==> src/rtl/eth10g_reset_seq.sv <==
// eth10g_reset_seq
// Bring-up sequencer for the 10G Ethernet test core (sysclk_100m domain).
// Resets the SFP transceiver, then the PCS. It watches QPLL lock and RX block
// lock, and restarts the sequence on timeout or link loss.
//
// Ports
//   sysclk_100m    : 100 MHz clock, the only clock
//   sys_reset_n    : asynchronous active-low reset
//   qpll_lock      : QPLL lock, asynchronous (2-FF synchronised here)
//   rx_block_lock  : PCS block lock, asynchronous (2-FF synchronised here)
//   rx_frame_valid : one-cycle pulse per good frame, sysclk_100m domain
//   gt_reset       : transceiver reset, active high
//   pcs_reset      : PCS/MAC reset, active high
//   link_up        : high while the link is up
//   retry_count    : number of restarts, saturating at 255
//   sleds          : [0] link LED (steady when up, blinking otherwise),
//                    [1] activity LED
module eth10g_reset_seq #(
  parameter int RST_HOLD_CYC    = 128,
  parameter int TIMEOUT_CYC     = 1_000_000,
  parameter int LOCK_STABLE_CYC = 1024,
  parameter int BLINK_HALF_CYC  = 25_000_000,
  parameter int ACT_CYC         = 5_000_000
) (
  input  logic       sysclk_100m,
  input  logic       sys_reset_n,
  input  logic       qpll_lock,
  input  logic       rx_block_lock,
  input  logic       rx_frame_valid,
  output logic       gt_reset,
  output logic       pcs_reset,
  output logic       link_up,
  output logic [7:0] retry_count,
  output logic [1:0] sleds
);

  function automatic int max_of(input int a, input int b);
    return (a > b) ? a : b;
  endfunction

  // One width serves every counter; sized from the largest limit so no
  // counter can wrap before its compare value is reached.
  localparam int MAX_PARAM = max_of(max_of(max_of(RST_HOLD_CYC, TIMEOUT_CYC),
                                           max_of(LOCK_STABLE_CYC, BLINK_HALF_CYC)),
                                    ACT_CYC);
  localparam int CNT_W = $clog2(MAX_PARAM) + 1;

  localparam logic [CNT_W-1:0] HOLD_LAST   = CNT_W'(RST_HOLD_CYC - 1);
  localparam logic [CNT_W-1:0] TMO_LAST    = CNT_W'(TIMEOUT_CYC - 1);
  localparam logic [CNT_W-1:0] STABLE_LAST = CNT_W'(LOCK_STABLE_CYC - 1);
  localparam logic [CNT_W-1:0] BLINK_LAST  = CNT_W'(BLINK_HALF_CYC - 1);
  localparam logic [CNT_W-1:0] ACT_LOAD    = CNT_W'(ACT_CYC);
  localparam logic [CNT_W-1:0] CNT_ONE     = CNT_W'(1);

  typedef enum logic [2:0] {
    RESET_GT,
    WAIT_PLL,
    RESET_PCS,
    WAIT_BLOCK,
    LINK_UP
  } state_t;

  state_t           state;
  state_t           state_nxt;
  logic             retry_inc;
  logic [CNT_W-1:0] cyc_cnt;
  logic [CNT_W-1:0] stable_cnt;
  logic [CNT_W-1:0] blink_cnt;
  logic [CNT_W-1:0] act_cnt;
  logic             blink;
  logic             blink_nxt;
  logic             qpll_meta;
  logic             qpll_lock_s;
  logic             blk_meta;
  logic             rx_block_lock_s;

  // Two-flop synchronisers for the asynchronous lock indicators
  always_ff @(posedge sysclk_100m or negedge sys_reset_n) begin
    if (!sys_reset_n) begin
      qpll_meta       <= 1'b0;
      qpll_lock_s     <= 1'b0;
      blk_meta        <= 1'b0;
      rx_block_lock_s <= 1'b0;
    end else begin
      qpll_meta       <= qpll_lock;
      qpll_lock_s     <= qpll_meta;
      blk_meta        <= rx_block_lock;
      rx_block_lock_s <= blk_meta;
    end
  end

  // Next-state decode. Loss of QPLL lock outranks everything. In the WAIT
  // states, success outranks a timeout that lands in the same cycle.
  always_comb begin
    state_nxt = state;
    retry_inc = 1'b0;
    case (state)
      RESET_GT: begin
        if (cyc_cnt == HOLD_LAST) state_nxt = WAIT_PLL;
      end
      WAIT_PLL: begin
        if (qpll_lock_s) begin
          state_nxt = RESET_PCS;
        end else if (cyc_cnt == TMO_LAST) begin
          state_nxt = RESET_GT;
          retry_inc = 1'b1;
        end
      end
      RESET_PCS: begin
        if (!qpll_lock_s) begin
          state_nxt = RESET_GT;
          retry_inc = 1'b1;
        end else if (cyc_cnt == HOLD_LAST) begin
          state_nxt = WAIT_BLOCK;
        end
      end
      WAIT_BLOCK: begin
        if (!qpll_lock_s) begin
          state_nxt = RESET_GT;
          retry_inc = 1'b1;
        end else if (rx_block_lock_s && (stable_cnt == STABLE_LAST)) begin
          // This edge is the one that would bring the stable count to its limit
          state_nxt = LINK_UP;
        end else if (cyc_cnt == TMO_LAST) begin
          state_nxt = RESET_GT;
          retry_inc = 1'b1;
        end
      end
      LINK_UP: begin
        if (!qpll_lock_s) begin
          state_nxt = RESET_GT;
          retry_inc = 1'b1;
        end else if (!rx_block_lock_s) begin
          state_nxt = RESET_PCS;
          retry_inc = 1'b1;
        end
      end
      default: state_nxt = RESET_GT;
    endcase
  end

  always_comb begin
    blink_nxt = blink ^ (blink_cnt == BLINK_LAST);
  end

  // Sequencer state, counters and registered Moore outputs. The outputs are
  // loaded from the next state, so they change on the same edge as the state.
  always_ff @(posedge sysclk_100m or negedge sys_reset_n) begin
    if (!sys_reset_n) begin
      state       <= RESET_GT;
      cyc_cnt     <= '0;
      stable_cnt  <= '0;
      retry_count <= 8'd0;
      gt_reset    <= 1'b1;
      pcs_reset   <= 1'b1;
      link_up     <= 1'b0;
    end else begin
      state <= state_nxt;
      // The counter is not used in LINK_UP. It is frozen there so it cannot wrap.
      if (state_nxt != state) begin
        cyc_cnt <= '0;
      end else if (state != LINK_UP) begin
        cyc_cnt <= cyc_cnt + CNT_ONE;
      end
      if ((state == WAIT_BLOCK) && (state_nxt == WAIT_BLOCK) && rx_block_lock_s) begin
        stable_cnt <= stable_cnt + CNT_ONE;
      end else begin
        stable_cnt <= '0;
      end
      if (retry_inc && (retry_count != 8'hFF)) begin
        retry_count <= retry_count + 8'd1;
      end
      gt_reset  <= (state_nxt == RESET_GT);
      pcs_reset <= (state_nxt == RESET_GT) || (state_nxt == WAIT_PLL) ||
                   (state_nxt == RESET_PCS);
      link_up   <= (state_nxt == LINK_UP);
    end
  end

  // LEDs: the free-running blink and the retriggerable activity stretcher
  always_ff @(posedge sysclk_100m or negedge sys_reset_n) begin
    if (!sys_reset_n) begin
      blink_cnt <= '0;
      blink     <= 1'b0;
      act_cnt   <= '0;
      sleds     <= 2'b00;
    end else begin
      blink_cnt <= (blink_cnt == BLINK_LAST) ? '0 : blink_cnt + CNT_ONE;
      blink     <= blink_nxt;
      if (rx_frame_valid) begin
        act_cnt <= ACT_LOAD;
      end else if (act_cnt != '0) begin
        act_cnt <= act_cnt - CNT_ONE;
      end
      sleds[0] <= (state_nxt == LINK_UP) | blink_nxt;
      // Lit next cycle if a reload happens now or the count stays non-zero
      sleds[1] <= rx_frame_valid | (act_cnt > CNT_ONE);
    end
  end

endmodule
==> config.mk <==
export PLATFORM = sky130hd
export DESIGN_NAME = eth10g_reset_seq
export DESIGN_NICKNAME = d
export VERILOG_FILES = /design/src/rtl/eth10g_reset_seq.sv
export SDC_FILE = /design/constraint.sdc
export NUM_CORES = 1
export LEC_CHECK = 0
export ABC_AREA = 1
export BUFFER_PORTS_ARGS = -buffer_cell sky130_fd_sc_hd__buf_2
export CORE_MARGIN = 4
export CORE_UTILIZATION = 45
export CTS_BUF_LIST = sky130_fd_sc_hd__clkbuf_8 sky130_fd_sc_hd__clkbuf_16
export CTS_CLUSTER_DIAMETER = 150
export DETAILED_ROUTE_END_ITERATION = 8
export PLACE_DENSITY_LB_ADDON = 0.25
export SLEW_MARGIN = 20
export SYNTH_ARGS = -nofsm -noshare
export SYNTH_HDL_FRONTEND = slang
export SYNTH_SLANG_ARGS = --single-unit
==> constraint.sdc <==
create_clock -name sysclk_100m -period 1.9 [get_ports sysclk_100m]
set_input_delay 0.095 -clock sysclk_100m [delete_from_list [all_inputs] [get_ports sysclk_100m]]
set_output_delay 0.095 -clock sysclk_100m [all_outputs]
set_load 0.03 [all_outputs]
==> results of run 1 <==
-- metrics by stage --
step	power (uW)	cell area [um2]	hold WS [ns]	utilization [%]	setup TNS, ns
4_1_cts	6220	8910	0.0156	57.9	-0.753
2_1_floorplan	2860	7140	-0.201	-	0
3_5_place_dp	2980	8140	0.00749	52.9	-1.99
3_3_place_gp	2970	8140	0.00663	52.9	-0.121
5_1_grt	6420	9300	0.0565	60.5	-9.97
6_report	6190	9300	0.0292	60.5	-1.56
-- layout make-up --
| type | count | area, um2 | area share (%) |
|---|---|---|---|
| Timing Repair Buffer | 127 | 1060 | 11.4 |
| Multi-Input combinational cell | 633 | 3750 | 40.3 |
| Sequential cell | 125 | 3130 | 33.7 |
| Inverter | 137 | 514 | 5.53 |
| Clock inverter | 15 | 159 | 1.71 |
| Tap cell | 211 | 264 | 2.84 |
| Clock buffer | 17 | 425 | 4.57 |
-- cell families after synthesis --
group | Yosys count
mux | 1
compound gates | 70
flops | 125
buf+inv | 148
simple gates | 499
fa+ha+maj | 6
xor+xnor | 57
-- worst max-delay path, delay by kind of cell (launching register included) --
| kind | cells | cell delay, ns |
|---|---|---|
| and+or+nand+nor | 12 | 1.13 |
| DFF | 1 | 0.35 |
| adders and majority gates | 1 | 0.19 |
| buffers and inverters | 1 | 0.19 |
-- cell usage in the layout (no fill, tap or decap), types with 4 or more instances in the layout --
| cell type | netlist | final |
|---|---|---|
| nor4_1 | 12 | 10 |
| o21ai_0 | 27 | 25 |
| a21oi_1 | 26 | 23 |
| inv_2 | 2 | 7 |
| xnor2_1 | 18 | 18 |
| clkbuf_16 | 0 | 19 |
| nand2_4 | 2 | 5 |
| nand3_2 | 6 | 13 |
| buf_12 | 0 | 6 |
| nand4_1 | 30 | 30 |
| nor3_2 | 22 | 28 |
| nor3b_1 | 4 | 4 |
| buf_4 | 1 | 97 |
| nor2_4 | 3 | 7 |
| nand2_2 | 6 | 15 |
| nor2_1 | 162 | 126 |
| nand2_1 | 151 | 139 |
| nor2_2 | 5 | 37 |
| nor3_1 | 39 | 29 |
| nand3_1 | 44 | 35 |
| dfrtp_1 | 123 | 122 |
| nand3b_1 | 4 | 4 |
| nor3_4 | 2 | 6 |
| xor2_1 | 39 | 39 |
| buf_2 | 2 | 16 |
| inv_1 | 134 | 134 |
-- final timing paths --
kind | end | cells past startpoint | from
max | cyc_cnt[1] | 14 | cyc_cnt[0]
min | act_cnt[10] | 2 | rx_frame_valid
max reg2reg | cyc_cnt[1] | 14 | cyc_cnt[0]
min reg2reg | qpll_lock_s | 0 | qpll_meta
max in group asynchronous | gt_reset | 3 | sys_reset_n
min in group asynchronous | blink_cnt[23] | 2 | sys_reset_n
-- layer usage --
metal | up-vias | share of wire, % | wire length [um]
met5 | - | 0 | 0
met4 | 0 | 1.4 | 228
met3 | 23 | 3.0 | 500
met2 | 87 | 46 | 7560
met1 | 2952 | 50 | 8200
li1 | 3192 | - | -
-- sequential cells by signal, indices dropped and copies added, names as in the netlist --
signal,count
state,3
qpll_meta,1
gt_reset,1
rx_block_lock_s,1
act_cnt,26
cyc_cnt,26
sleds,2
qpll_lock_s,1
pcs_reset,1
link_up,1
blk_meta,1
blink_cnt,26
blink,1
retry_count,8
stable_cnt,26
-- where the power goes --
group,switching (uW),internal (uW)
clock network,1200,2030
registers,23.5,2690
logic,163,83.4
-- what timing repair did --
action,in CTS,in global routing
buffers inserted,4,12
endpoints found under the setup margin,55,92
pin swaps,5,17
gates cloned,1,2
hold buffers,3,0
endpoints found under the hold margin,97,0
resized for setup,25,77
==> flow_metrics.py, run 1 <==
metrics = {
    "global_routing": {
        "busiest_layer": "met2",
        "grt-ovfl-total": 0,
        "antenna_found_initial": 0,
        "grt_max_degree": 65,
        "use_met3_pct": 3.75,
        "gr-usage-all-layers_pct": 18.9,
        "grt_pass1_wl_um": 28000,
        "grtUsageMet2_pct": 29.6,
        "grt_pass1_vias": 6008,
        "met1_usage_pct": 26.5,
    },
    "layout": {
        "fin_nets": 1052,
        "nFillCells": 1361,
        "drive_gt1_share_pct": 27.7,
        "diodes": 0,
        "area_growth_pct": 30.3,
        "fin_cells": 1265,
    },
    "place": {
        "placedCellCount": 1211,
        "post-dp-hpwl_um": 11400,
        "post-place-ws_ns": -0.0888,
        "portBuffers": 17,
        "gp_congestion": 0.876,
    },
    "cts": {
        "clkTransAtPathRegs_ns": 0.06,
        "htree_levels": 4,
        "clk_latency_ns": 0.42,
        "cts_tree": "yes",
        "numCtsBuffers": 17,
        "cts_sinks": 125,
        "clk_path_buf_depth": 2,
        "cts_root_buf": "clkbuf_16",
    },
    "floorplan": {
        "initial_utilization_pct": 46.4,
        "io-pin-count": 18,
        "coreArea_um2": 15400,
        "die_h_um": 134,
        "die_width_um": 134,
        "die-area_um2": 17900,
        "row_count": 45,
    },
    "synth": {
        "synth_compound_area_share_pct": 5.56,
        "ys_ff_latch": 125,
        "ys_top_cells_by_count": "nor2_1 (162), nand2_1 (151), inv_1 (134), dfrtp_1 (123), nand3_1 (44)",
        "synth_area_leaders": "dfrtp_1 (43%), nor2_1 (8.5%), nand2_1 (7.9%), inv_1 (7.0%), xor2_1 (4.8%)",
        "synth_edf_count": 0,
        "synthAdderAreaFrac_pct": 1.05,
        "ys_warn_count": 0,
        "synthSimpleGateAreaFrac_pct": 33.9,
        "synth.most_common_cell": "nor2_1",
        "synth_top_family_by_area": "simple AND/OR/NAND/NOR gates",
        "syn_area_per_cell_um2": 7.88,
        "yosysSeqAreaShare_pct": 43.8,
        "yosys_most_used_dff": "dfrtp_1",
        "muxShareOfSynthArea_pct": 0.140,
        "netlist_instances": 906,
        "synthXorXnorAreaFrac_pct": 6.99,
        "ys_async_sr_fraction_pct": 100,
        "synth_cell_types": 47,
        "syn_area_um2": 7140,
        "synth_top_area_share_pct": 43.1,
        "synth.largest_area_cell": "dfrtp_1",
        "synth_fp_nets": 917,
    },
    "status": {
        "outcome": "finished with violations",
        "violations": "setup timing",
    },
    "critical_path": {
        "cp_common_cell": "nand2_2",
        "cp_slowest_stage_delay_ns": 0.35,
        "path_cells": "ha_2, nand2_2, nor2_2, nand2_1, nor2_2, nand3_2, nand2_2, nor2_1, nand2_1, nand2_2, nand3_2, nand3_4, buf_12, nor3_2",
        "ff2ff_setup_slack_ns": -0.06,
        "cp_slowest_cell": "dfrtp_1",
        "cp_max_fo": 11,
        "cp.arrival_ns": 2.30,
        "cp_data_required_time_ns": 2.24,
        "path_class": "reg -> reg",
        "cp-start-kind": "flop",
        "end_kind": "flop",
    },
    "worst_hold_path": {
        "min_path_type": "in -> reg",
    },
    "pwr": {
        "powerDensity_nw_per_um2": 666,
        "p_leak_uw": 0.00418,
        "vdd_ir_drop_max_uv": 629,
    },
    "sta": {
        "finalCritPeriodShare_pct": 103,
        "finClkSkew_ns": 0.00841,
        "drv_slew": 0,
        "fmax_mhz": 511,
        "finalCriticalPeriod_ns": 1.96,
        "max_slew_margin_pct": 67.6,
        "final-hold-violation-count": 0,
        "finalSetupViolCount": 52,
        "setup_ws_ns": -0.0569,
        "worst_slew_pin_slew_ns": 0.481,
        "rsz0062_at_grt": "yes",
    },
    "drt": {
        "num_vias": 6254,
        "dr.pass1.iters": 5,
        "drc": 0,
        "vias_per_cell": 4.94,
        "drt_iter0_drc": 388,
        "routed_wl_um": 16500,
        "wl_per_cell_um": 13.0,
        "ant_nets": 0,
    },
    "flow_run": {
        "cap_viol_max_count": 0,
    },
}
Power figures use the tool's default switching activity.
==> run 2, diff against run 1 <==
--- a/config.mk
+++ b/config.mk
@@ -9,7 +9,7 @@
 export BUFFER_PORTS_ARGS = -buffer_cell sky130_fd_sc_hd__buf_2
 export CORE_MARGIN = 4
 export CORE_UTILIZATION = 45
-export CTS_BUF_LIST = sky130_fd_sc_hd__clkbuf_8 sky130_fd_sc_hd__clkbuf_16
+export CTS_BUF_LIST = sky130_fd_sc_hd__clkbuf_2 sky130_fd_sc_hd__clkbuf_4 sky130_fd_sc_hd__clkbuf_8
 export CTS_CLUSTER_DIAMETER = 150
 export DETAILED_ROUTE_END_ITERATION = 8
 export PLACE_DENSITY_LB_ADDON = 0.25
==> run 2 against run 1 <==
- the flow still finishes with violations (setup timing)
- power is 13% lower
- worst setup slack worse by 0.052 ns
- clock-buffer cell count is 5 higher
- global-route usage hardly changed
==> flow_metrics.py, run 2 (same netlist as run 1, synthesis figures left out) <==
metrics = {
    "global_routing": {
        "grtUsageMet2_pct": 29.7,
        "grt_max_degree": 65,
        "grt_pass1_wl_um": 28100,
        "antenna_found_initial": 0,
        "met1_usage_pct": 26.7,
        "grt_pass1_vias": 6052,
        "busiest_layer": "met2",
        "gr-usage-all-layers_pct": 19.0,
        "grt-ovfl-total": 0,
        "use_met3_pct": 4.43,
    },
    "sta": {
        "max_slew_margin_pct": 67.9,
        "finalSetupViolCount": 51,
        "finClkSkew_ns": 0.0154,
        "rsz0062_at_grt": "yes",
        "setup_ws_ns": -0.109,
        "fmax_mhz": 498,
        "finalCriticalPeriod_ns": 2.01,
        "worst_slew_pin_slew_ns": 0.478,
        "final-hold-violation-count": 0,
        "finalCritPeriodShare_pct": 106,
        "hold_ws_ns": 0.105,
        "drv_slew": 0,
    },
    "drt": {
        "dr.pass1.iters": 5,
        "num_vias": 6369,
        "wl_per_cell_um": 13.2,
        "vias_per_cell": 5.03,
        "routed_wl_um": 16800,
        "drc": 0,
        "drt_iter0_drc": 466,
        "ant_nets": 0,
    },
    "place": {
        "dpl_cell_area_um2": 8140,
        "portBuffers": 17,
        "gp_congestion": 0.876,
        "post-dp-hpwl_um": 11400,
    },
    "critical_path": {
        "cp_data_required_time_ns": 2.27,
        "cp_slowest_cell": "dfrtp_1",
        "path_cells": "ha_2, nand2_2, nor2_4, nand3_2, o21ai_2, nand2_1, nand2_2, nand2_4, nand3_4, nand3_4, clkbuf_16, nor3_2",
        "cp-start-kind": "flop",
        "cp_max_fo": 5,
        "end_kind": "flop",
        "cp.arrival_ns": 2.38,
        "cp_slowest_stage_delay_ns": 0.36,
        "path_class": "reg -> reg",
        "ff2ff_setup_slack_ns": -0.11,
    },
    "pwr": {
        "p_int_uw": 4140,
        "p_seq_share_pct": 50.1,
        "clkPwrFrac_pct": 45.3,
        "p_sw_uw": 1260,
        "combPwrFrac_pct": 4.6,
        "p_leak_uw": 0.00413,
        "vdd_ir_drop_max_uv": 413,
        "p_sw_share_pct": 23.4,
        "powerDensity_nw_per_um2": 581,
    },
    "floorplan": {
        "die_width_um": 134,
        "die_h_um": 134,
        "io-pin-count": 18,
        "initial_utilization_pct": 46.4,
        "coreArea_um2": 15400,
        "die-area_um2": 17900,
        "row_count": 45,
    },
    "layout": {
        "drive_gt1_share_pct": 30.0,
        "regArea_um2": 3130,
        "multi_input_area_um2": 3880,
        "fin_nets": 1052,
        "area_growth_pct": 30.2,
        "post-route-util_pct": 60.5,
        "final_area_um2": 9300,
        "diodes": 0,
        "final_common_cell": "nand2_1",
        "mostFrequentLayoutCells": "nand2_1 (138), inv_1 (128), dfrtp_1 (122), nor2_1 (112), buf_4 (94)",
        "nFillCells": 1355,
    },
    "cts": {
        "cts_tree": "yes",
        "clk_path_buf_depth": 2,
        "cts_root_buf": "clkbuf_8",
        "clk_latency_ns": 0.44,
        "cts_sinks": 125,
        "htree_levels": 4,
        "numCtsBuffers": 17,
        "clkTransAtPathRegs_ns": 0.08,
    },
    "status": {
        "violations": "setup timing",
        "outcome": "finished with violations",
    },
    "flow_run": {
        "cap_viol_max_count": 0,
    },
    "worst_hold_path": {
        "min_path_type": "in -> async",
    },
}
==> run 2: path summary, 6_finish.rpt <==
kind / startpoint / endpoint / depth (start not counted)
max in group asynchronous: sys_reset_n / gt_reset / 3
worst max-delay path: stable_cnt[1] / cyc_cnt[25] / 12
worst min-delay path: sys_reset_n / blink_cnt[1] / 2
worst min register to register: qpll_meta / qpll_lock_s / 0
min in group sysclk_100m: qpll_lock / qpll_meta / 2
worst max register to register: stable_cnt[1] / cyc_cnt[25] / 12
==> run 2: cell type report <==
cell class	count	area share, %
clock inverters	10	1.51
multi-input cells	633	41.7
repair buffers	127	11.8
clock buffers	22	2.92
well taps	211	2.84
inverters	137	5.53
flip-flops and latches	125	33.7
==> run 2: routing by layer <==
layer	share of wire [%]	vias up
li1	-	3200
met1	48	2987
met2	47	166
met3	4.8	16
met4	1.0	0
met5	0	-
==> run 2: what timing repair did <==
item	4_1_cts	5_1_grt
endpoints found under the setup margin	55	94
buffers inserted	2	11
gates cloned	2	3
hold buffers	4	0
endpoints found under the hold margin	126	0
pin swaps	9	19
resized for setup	43	95
==> run 2: through the flow <==
| stage | setup TNS, ns | instances | setup slack (ns) | power (uW) |
|---|---|---|---|---|
| 2_1_floorplan | 0 | 906 | 0.102 | 2860 |
| 3_3_place_gp | -0.121 | 1211 | -0.0101 | 2970 |
| 3_5_place_dp | -1.99 | 1211 | -0.0888 | 2980 |
| 4_1_cts | -1.49 | 1251 | -0.0579 | 5430 |
| 5_1_grt | -9.79 | 1265 | -0.223 | 5630 |
| 6_report | -3.18 | 1265 | -0.109 | 5400 |
==> run 2: critical path: cells and delay by family, from the launching register on <==
| family | cells | cell delay (ns) |
|---|---|---|
| and+or+nand+nor | 9 | 0.98 |
| DFF | 1 | 0.36 |
| buffers and inverters | 1 | 0.21 |
| adders and majority gates | 1 | 0.20 |
| AOI/OAI and AO/OA | 1 | 0.19 |
==> run 2: power by group through the flow <==
stage	Combinational (uW)	Sequential, uW	Clock [uW]
5_1_grt	286	2710	2630
4_1_cts	225	2710	2500
2_1_floorplan	110	2750	0
6_report	246	2710	2450
3_3_place_gp	215	2760	0
3_5_place_dp	217	2760	0
==> run 3, diff against run 2 <==
--- a/config.mk
+++ b/config.mk
@@ -8,10 +8,11 @@
 export ABC_AREA = 1
 export BUFFER_PORTS_ARGS = -buffer_cell sky130_fd_sc_hd__buf_2
 export CORE_MARGIN = 4
-export CORE_UTILIZATION = 45
+export CORE_UTILIZATION = 50
 export CTS_BUF_LIST = sky130_fd_sc_hd__clkbuf_2 sky130_fd_sc_hd__clkbuf_4 sky130_fd_sc_hd__clkbuf_8
 export CTS_CLUSTER_DIAMETER = 150
 export DETAILED_ROUTE_END_ITERATION = 8
+export HOLD_SLACK_MARGIN = 0.05
 export PLACE_DENSITY_LB_ADDON = 0.25
 export SLEW_MARGIN = 20
 export SYNTH_ARGS = -nofsm -noshare
==> run 3 against run 2 <==
- hold slack improved by 0.032 ns
- final area fell by 1.4%
- die area fell by 9.4%
- non-clock buffer count fell by 1
- the flow still finishes with violations (setup timing)
- combinational power rose by 5%
==> flow_metrics.py, run 3 (same netlist as run 1, synthesis figures left out) <==
metrics = {
    "sta": {
        "rsz0062_at_grt": "yes",
        "finClkSkew_ns": 0.00922,
        "finalCriticalPeriod_ns": 2.02,
        "drv_slew": 0,
        "final-hold-violation-count": 0,
        "finalCritPeriodShare_pct": 106,
        "worst_slew_pin_slew_ns": 0.490,
        "max_slew_margin_pct": 67.1,
        "fmax_mhz": 496,
        "finalSetupViolCount": 39,
        "setup_ws_ns": -0.118,
    },
    "drt": {
        "routed_wl_um": 16400,
        "ant_nets": 0,
        "drt_iter0_drc": 337,
        "dr.pass1.iters": 4,
        "wl_per_cell_um": 13.3,
        "num_vias": 6284,
        "vias_per_cell": 5.10,
        "drc": 0,
    },
    "cts": {
        "cts_root_buf": "clkbuf_8",
        "clkTransAtPathRegs_ns": 0.08,
        "clk_path_buf_depth": 2,
        "cts_tree": "yes",
        "numCtsBuffers": 17,
        "htree_levels": 4,
        "clk_latency_ns": 0.44,
        "cts_sinks": 125,
    },
    "critical_path": {
        "cp.arrival_ns": 2.35,
        "cp_common_cell": "nand2_2",
        "cp-start-kind": "flop",
        "path_buf_inv": 2,
        "path_class": "reg -> reg",
        "cp_data_required_time_ns": 2.23,
        "cpLargestDelayFamily": "simple AND/OR/NAND/NOR gates",
        "path_cells": "ha_2, nand2_2, nor2_4, nand2_2, nor2_4, nand3_2, buf_6, o211ai_1, nand2_2, buf_4, xnor2_2",
        "end_kind": "flop",
        "cp_slowest_stage_delay_ns": 0.36,
        "cp_max_fo": 7,
        "cp_slowest_cell": "dfrtp_1",
    },
    "place": {
        "portBuffers": 17,
        "post-dp-hpwl_um": 11500,
        "gp_congestion": 0.899,
    },
    "layout": {
        "area_growth_pct": 28.4,
        "post-route-util_pct": 65.8,
        "diodes": 0,
        "mostFrequentLayoutCells": "nand2_1 (141), nor2_1 (137), inv_1 (131), dfrtp_1 (123), buf_4 (92)",
        "final_common_cell": "nand2_1",
        "nFillCells": 1165,
        "fin_nets": 1051,
        "drive_gt1_share_pct": 26.9,
    },
    "flow_run": {
        "cap_viol_max_count": 0,
    },
    "floorplan": {
        "coreArea_um2": 13900,
        "io-pin-count": 18,
        "initial_utilization_pct": 51.2,
        "row_count": 43,
        "die-area_um2": 16300,
        "die_h_um": 127,
        "die_width_um": 127,
    },
    "global_routing": {
        "antenna_found_initial": 0,
        "gr-usage-all-layers_pct": 20.6,
        "busiest_layer": "met2",
        "grtUsageMet2_pct": 33.7,
        "grt-ovfl-total": 0,
        "grt_pass1_vias": 6048,
        "grt_max_degree": 44,
        "grt_pass1_wl_um": 27500,
        "use_met3_pct": 4.35,
        "met1_usage_pct": 27.7,
    },
    "pwr": {
        "powerDensity_nw_per_um2": 600,
        "vdd_ir_drop_max_uv": 551,
        "power_uw": 5500,
        "p_leak_uw": 0.00411,
    },
    "status": {
        "violations": "setup timing",
        "outcome": "finished with violations",
    },
    "worst_hold_path": {
        "min_path_type": "in -> async",
    },
}
==> run 3: metal layers <==
layer,wire length [um],vias up
met4,197,0
met2,8110,99
met5,0,-
li1,-,3191
met3,490,18
met1,7610,2976
==> run 3: per-stage QoR <==
stage | std cells | instance area, um2 | setup TNS (ns) | hold WS [ns] | setup slack (ns)
2_1_floorplan | 906 | 7140 | 0 | -0.201 | 0.102
6_report | 1233 | 9170 | -2.49 | 0.137 | -0.118
3_3_place_gp | 1176 | 8080 | -0.0818 | 0.0420 | -0.0166
3_5_place_dp | 1176 | 8080 | -1.01 | 0.0434 | -0.0623
4_1_cts | 1213 | 8590 | -0.0483 | 0.128 | -0.0143
5_1_grt | 1233 | 9170 | -12.53 | 0.165 | -0.265
==> run 3: power by group <==
group          internal [uW]  leakage (uW)  switching (uW)
combinational           89.2       0.00225             169
clock                   1450      0.000214            1080
sequential              2690       0.00165            28.6
total                   4220       0.00411            1280
==> run 3: area by class of cell <==
| type | count | area (um2) | share of cell area, % |
|---|---|---|---|
| clock buffers | 22 | 297 | 3.24 |
| clock inverters | 10 | 136 | 1.49 |
| inverters | 137 | 514 | 5.61 |
| multi-input cells | 633 | 3810 | 41.5 |
| flip-flops and latches | 125 | 3130 | 34.2 |
| well taps | 180 | 225 | 2.46 |
| repair buffers | 126 | 1060 | 11.5 |
==> run 3: worst paths after layout <==
path,slack [ns],endpoint,start,cells past startpoint
max,-0.12,retry_count[0],cyc_cnt[1],11
min,0.14,cyc_cnt[9],sys_reset_n,2
max reg2reg,-0.12,retry_count[0],cyc_cnt[1],11
min reg2reg,0.40,qpll_lock_s,qpll_meta,0
max in group asynchronous,1.08,gt_reset,sys_reset_n,3
min in group sysclk_100m,0.29,blk_meta,rx_block_lock,2
==> run 3: repair_timing <==
| item | in CTS | in global routing |
|---|---|---|
| pin swaps | 3 | 31 |
| hold buffers | 4 | 0 |
| setup endpoints to repair | 44 | 89 |
| cloned | 0 | 2 |
| endpoints found under the hold margin | 132 | 0 |
| buffers inserted | 1 | 18 |
| gates resized for setup | 7 | 94 |
